## src/rtl/tdm_mux16_scan_if.sv

```systemverilog
// Bus between the 16:1 TDM scanner and its consumer.
// master = the scanner side, slave = the downstream consumer and stimulus side.
interface tdm_mux16_scan_if #(
    parameter int W = 1
);
    logic            e;      // active-low scan enable
    logic [16*W-1:0] d;      // channel k = d[k*W +: W]
    logic            rdy;    // downstream ready
    logic [W-1:0]    y;      // presented channel data
    logic [3:0]      s;      // presented channel index (demux select)
    logic            valid;  // y/s hold a channel awaiting acceptance
    logic            frame;  // channel 0 of a frame is presented

    modport master (
        input  e, d, rdy,
        output y, s, valid, frame
    );

    modport slave (
        output e, d, rdy,
        input  y, s, valid, frame
    );
endinterface

```

## src/rtl/tdm_mux16_scan.sv

```systemverilog
// 16:1 time-division scanner: snapshots sixteen W-bit channels at frame start and
// presents them one per valid/ready transfer with the channel index on s.
// Optional idle gap of GAP cycles between frames. All outputs registered.
module tdm_mux16_scan #(
    parameter int W   = 1,
    parameter int GAP = 0
) (
    input  logic              clk,
    input  logic              rst_n,
    tdm_mux16_scan_if.master  bus
);

    typedef enum logic [1:0] {
        ST_IDLE = 2'd0,
        ST_SEND = 2'd1,
        ST_GAP  = 2'd2
    } state_t;

    // Counter reload; only meaningful when GAP > 0
    localparam logic [7:0] GAP_LD = (GAP > 0) ? 8'(GAP - 1) : 8'd0;

    state_t             state;
    logic [15:0][W-1:0] snap;
    logic [7:0]         gap_cnt;
    logic               xfer;

    assign xfer = bus.valid & bus.rdy;

    // Single-block FSM: enable drop has priority over any transfer or load
    always_ff @(posedge clk or negedge rst_n) begin
        if (!rst_n) begin
            state     <= ST_IDLE;
            snap      <= '0;
            gap_cnt   <= '0;
            bus.y     <= '0;
            bus.s     <= '0;
            bus.valid <= 1'b0;
            bus.frame <= 1'b0;
        end else if (bus.e) begin
            // abandon any frame in progress
            state     <= ST_IDLE;
            bus.y     <= '0;
            bus.s     <= '0;
            bus.valid <= 1'b0;
            bus.frame <= 1'b0;
        end else begin
            case (state)
                ST_IDLE: begin
                    snap      <= bus.d;
                    bus.y     <= bus.d[W-1:0];
                    bus.s     <= 4'd0;
                    bus.valid <= 1'b1;
                    bus.frame <= 1'b1;
                    state     <= ST_SEND;
                end
                ST_SEND: begin
                    if (xfer) begin
                        if (bus.s != 4'd15) begin
                            bus.s     <= bus.s + 4'd1;
                            bus.y     <= snap[bus.s + 4'd1];
                            bus.frame <= 1'b0;
                        end else if (GAP == 0) begin
                            // back-to-back frame, fresh snapshot
                            snap      <= bus.d;
                            bus.y     <= bus.d[W-1:0];
                            bus.s     <= 4'd0;
                            bus.valid <= 1'b1;
                            bus.frame <= 1'b1;
                        end else begin
                            bus.y     <= '0;
                            bus.s     <= 4'd0;
                            bus.valid <= 1'b0;
                            bus.frame <= 1'b0;
                            gap_cnt   <= GAP_LD;
                            state     <= ST_GAP;
                        end
                    end
                end
                ST_GAP: begin
                    if (gap_cnt == 8'd0) begin
                        snap      <= bus.d;
                        bus.y     <= bus.d[W-1:0];
                        bus.s     <= 4'd0;
                        bus.valid <= 1'b1;
                        bus.frame <= 1'b1;
                        state     <= ST_SEND;
                    end else begin
                        gap_cnt <= gap_cnt - 8'd1;
                    end
                end
                default: begin
                    state     <= ST_IDLE;
                    bus.y     <= '0;
                    bus.s     <= '0;
                    bus.valid <= 1'b0;
                    bus.frame <= 1'b0;
                end
            endcase
        end
    end

endmodule

```

## src/flat_wrapper.sv

```systemverilog
// flat-port wrapper written by rule: the top's interface ports become plain ports
module tdm_mux16_scan_flat 
#(
    parameter int W   = 1,
    parameter int GAP = 0
)
  (clk, rst_n, bus_e, bus_d, bus_rdy, bus_y, bus_s, bus_valid, bus_frame);
  tdm_mux16_scan_if #(.W(W)) bus_i ();
  input  logic clk;
  input  logic rst_n;
  input wire logic [$bits(bus_i.e)-1:0] bus_e;
  input wire logic [$bits(bus_i.d)-1:0] bus_d;
  input wire logic [$bits(bus_i.rdy)-1:0] bus_rdy;
  output wire logic [$bits(bus_i.y)-1:0] bus_y;
  output wire logic [$bits(bus_i.s)-1:0] bus_s;
  output wire logic [$bits(bus_i.valid)-1:0] bus_valid;
  output wire logic [$bits(bus_i.frame)-1:0] bus_frame;
  assign bus_i.e = bus_e;
  assign bus_i.d = bus_d;
  assign bus_i.rdy = bus_rdy;
  assign bus_y = bus_i.y;
  assign bus_s = bus_i.s;
  assign bus_valid = bus_i.valid;
  assign bus_frame = bus_i.frame;
  tdm_mux16_scan #(.W(W), .GAP(GAP)) u_core (.clk(clk), .rst_n(rst_n), .bus(bus_i));
endmodule
```

## config.mk

```make
export PLATFORM = sky130hd
export DESIGN_NAME = tdm_mux16_scan_flat
export DESIGN_NICKNAME = d
export VERILOG_FILES = /design/src/rtl/tdm_mux16_scan_if.sv /design/src/rtl/tdm_mux16_scan.sv /design/src/flat_wrapper.sv
export SDC_FILE = /design/constraint.sdc
export NUM_CORES = 1
export LEC_CHECK = 0
export BUFFER_PORTS_ARGS = -buffer_cell sky130_fd_sc_hd__buf_2
export CAP_MARGIN = 40
export CORE_UTILIZATION = 55
export DETAILED_ROUTE_END_ITERATION = 7
export GPL_TIMING_DRIVEN = 0
export PLACE_DENSITY = 0.78
export SYNTH_ARGS = -nofsm -noshare
export SYNTH_HDL_FRONTEND = slang
export SYNTH_SLANG_ARGS = --single-unit
```

## constraint.sdc

```tcl
create_clock -name clk -period 4.3 [get_ports clk]
set_clock_uncertainty 0.15 [all_clocks]
set_input_delay 0.215 -clock clk [delete_from_list [all_inputs] [get_ports clk]]
set_output_delay 0.215 -clock clk [all_outputs]
set_load 0.05 [all_outputs]
```

==> metrics.md <==
| Metric | Value |
|---|---|
| Max VDD drop | 0.3069 mV |
| DP HPWL | 1436 µm |
| WS Path Type | reg -> reg |
| Initial Utilization | 60.70% |
| RSZ-0062 raised after global routing | no |
| Largest family of logic cells by synthesized area | multiplexers |
| Final instance area | 0.001460 mm² |
| Max FO, Critical Path | 10 |
| Post-synthesis cell area | 0.001082 mm² |
| CTS Buf Count | 3 |
| Critical path arrival | 2230 ps |
| Library cells used by synthesis | 21 |
| Layout cell share with drive strength beyond 1 | 30.40% |
| Slew Viols, Final | 0 |
| Post-DP Area | 0.001244 mm² |
| Wire per inst | 14.37 µm |
| Initial DRT Pass Iterations | 4 |
| Non-Filler Instances | 150 |
| Post-CTS setup buffer count | 0 |
| Measured slew at the worst slew-check pin | 504.3 ps |
| Post-synthesis compound-gate area fraction | 4.855% |
| Io pins | 27 |
| Synth Area in XOR/XNOR | 2.428% |
| TritonCTS clock tree | yes |
| Total Power | 462.8 µW |
| Max_cap viols | 0 |
| Post-synthesis mux area share | 27.05% |
| Syn_area_per_cell | 14.06 µm² |
| Worst setup margin | 2126 ps |
| Placed cell count | 128 |
| Global placement routability congestion | 0.7505 |
| Chip width | 46.36 µm |
| Syn. warnings | 0 |
| Antenna cells | 0 |
| Die Area | 0.002149 mm² |
| Routed via count | 807 |
| Hold Slack | 18.07 ps |
| I/O Buffers | 26 |
| Number of global-route vias before repair | 831 |
| Die span in y | 46.36 µm |
| Simple-gate area share of the yosys netlist | 6.705% |
| Antenna Nets Post-Route | 0 |
| Drt drc | 0 |
| Layout fillers | 107 |
| Setup Viol. Count Final | 0 |
| Period utilisation layout | 50.56% |
| Initial antenna violation count | 0 |
| Cells after Synth | 77 |
| Power Density | 317.0 mW/mm² |
| H-Tree Depth | 1 |
| Final design utilization | 81.89% |
| Largest net degree at the start of global routing | 25 |
| Clock Latency Late Sink | 310 ps |
| Dpl ws | 2152 ps |
| Adder-cell share of the synthesized area | 1.156% |
| CTS clk-pin slew, worst paths | 130 ps |
| Startpoint Class | flop |
| Total GRT Usage | 24.28% |
| Clock Tree Buf Depth | 2 |
| # clock sinks | 24 |
| Status | complete, no violations |
| Initial DRC count | 4 |
| Final Hold Viols | 0 |
| Area growth, synth to finish | 34.91% |
| Synthesized net count | 98 |
| CTS root buffer | clkbuf_4 |
| Synth Register Bits | 24 |
| Rel. slew slack | 66.38% |
| R2R setup slack | 2130 ps |
| Setup_tns | 0 ps |
| HP Class | in -> reg |
| Leak | 0.6772 nW |
| Critical path required time | 4350 ps |
| Fmax | 460.0 MHz |
| Post-layout min period | 2174 ps |
| Final net count | 147 |
| Critical path endpoint category | flop |
| First-pass GRT wire length | 3498 µm |
| Standard-cell rows | 15 |
| Seq/Total Area, Yosys | 55.49% |
| DR vias/cell | 5.380 |
| Core area | 0.001783 mm² |
| Detailed Route WL | 2156 µm |
| GRT overflow | 0 |
==> area by class of cell <==
type,count,area [µm²],share of cell area (%)
buffer,3,17.52,1.200
timing repair buffer,44,310.3,21.25
multi-input combinational,48,456.7,31.28
sequential,24,600.6,41.13
inverter,2,7.507,0.5141
clock buffer,4,36.28,2.485
tap,25,31.28,2.142
==> sequential cells by signal, summed over array words and instances, names as in the netlist <==
register and count:
u_core.state 1, u_core.bus.y 1, u_core.bus.s 4, u_core.bus.frame 1, u_core.bus.valid 1, u_core.snap 16
==> routing by layer <==
layer	vias to the layer above	GRT usage, %	wire, µm
li1	383	-	-
met1	401	26.10	884
met2	18	46.11	1194
met3	5	2.353	37
met4	0	11.76	39
met5	-	0	0
==> power breakdown <==
group	leakage (nW)	switching, mW	internal (mW)
sequential	0.293	0.0139	0.250
combinational	0.363	0.0348	0.0457
clock	0.0210	0.0664	0.0518
==> synthesized netlist by cell type <==
master / instances / share of area, %
dfrtp_1: 24 / 55
mux2_1: 16 / 17
mux4_2: 5 / 10
a21oi_1: 4 / 1.8
nand2_1: 4 / 1.4
nand3_1: 3 / 1.4
buf_2: 2 / 0.92
inv_1: 2 / 0.69
nand4_1: 2 / 1.2
nor2_1: 2 / 0.69
nor3_1: 2 / 0.92
xor2_1: 2 / 1.6
a32oi_1: 1 / 0.81
a41o_1: 1 / 0.92
and2_1: 1 / 0.58
and3_1: 1 / 0.58
buf_4: 1 / 0.69
ha_1: 1 / 1.2
o21ai_1: 1 / 0.46
o2bb2ai_1: 1 / 0.81
xnor2_1: 1 / 0.81
==> critical path, cell delays in order, from the launching register on <==
cell,delay (ps)
dfrtp_1,410
ha_1,240
nand3_1,130
o21ai_1,180
and2_1,140
buf_2,220
buf_4,230
mux2_1,360
==> worst paths after layout <==
path	start	depth (start not counted)	end
worst max-delay path	u_core.bus.s[1]	7	u_core.snap[5]
worst max register to register	u_core.bus.s[1]	7	u_core.snap[5]
max in group asynchronous	rst_n	2	u_core.bus.s[2]
worst min-delay path	bus_rdy	3	u_core.bus.s[3]
worst min register to register	u_core.snap[6]	1	u_core.snap[6]
min in group asynchronous	rst_n	2	u_core.snap[9]
==> cells in the final DEF, fill, tap and decap left out <==
cell type      synthesis  final
nand4_1                2      2
clkbuf_8               0      1
dfrtp_1               24     24
and2_1                 1      1
buf_2                  2     28
o2bb2ai_1              1      1
mux2_1                16     16
a41o_1                 1      1
xnor2_1                1      1
nand3_1                3      3
ha_1                   1      1
o21ai_1                1      1
mux4_2                 5      5
a21oi_1                4      4
and3_1                 1      1
inv_1                  2      2
clkbuf_4               0      3
xor2_1                 2      2
dlygate4sd3_1          0     18
a32oi_1                1      1
nor2_1                 2      2
buf_4                  1      1
nand2_1                4      4
nor3_1                 2      2
==> cell families (layout without fill, tap and decap cells) <==
kind of cell / after synthesis / after routing
DFF: 24 / 24
AOI/OAI and AO/OA: 8 / 8
xor gates and xnor gates: 3 / 3
muxes: 21 / 21
adders and majority gates: 1 / 1
buffers and inverters: 5 / 53
and+or+nand+nor: 15 / 15
==> what timing repair did <==
action | 4_1_cts | 5_1_grt
hold endpoints to repair | 43 | 0
hold buffers | 18 | 0
resized for setup | 0 | 0
(Power assumes the default switching activity.)
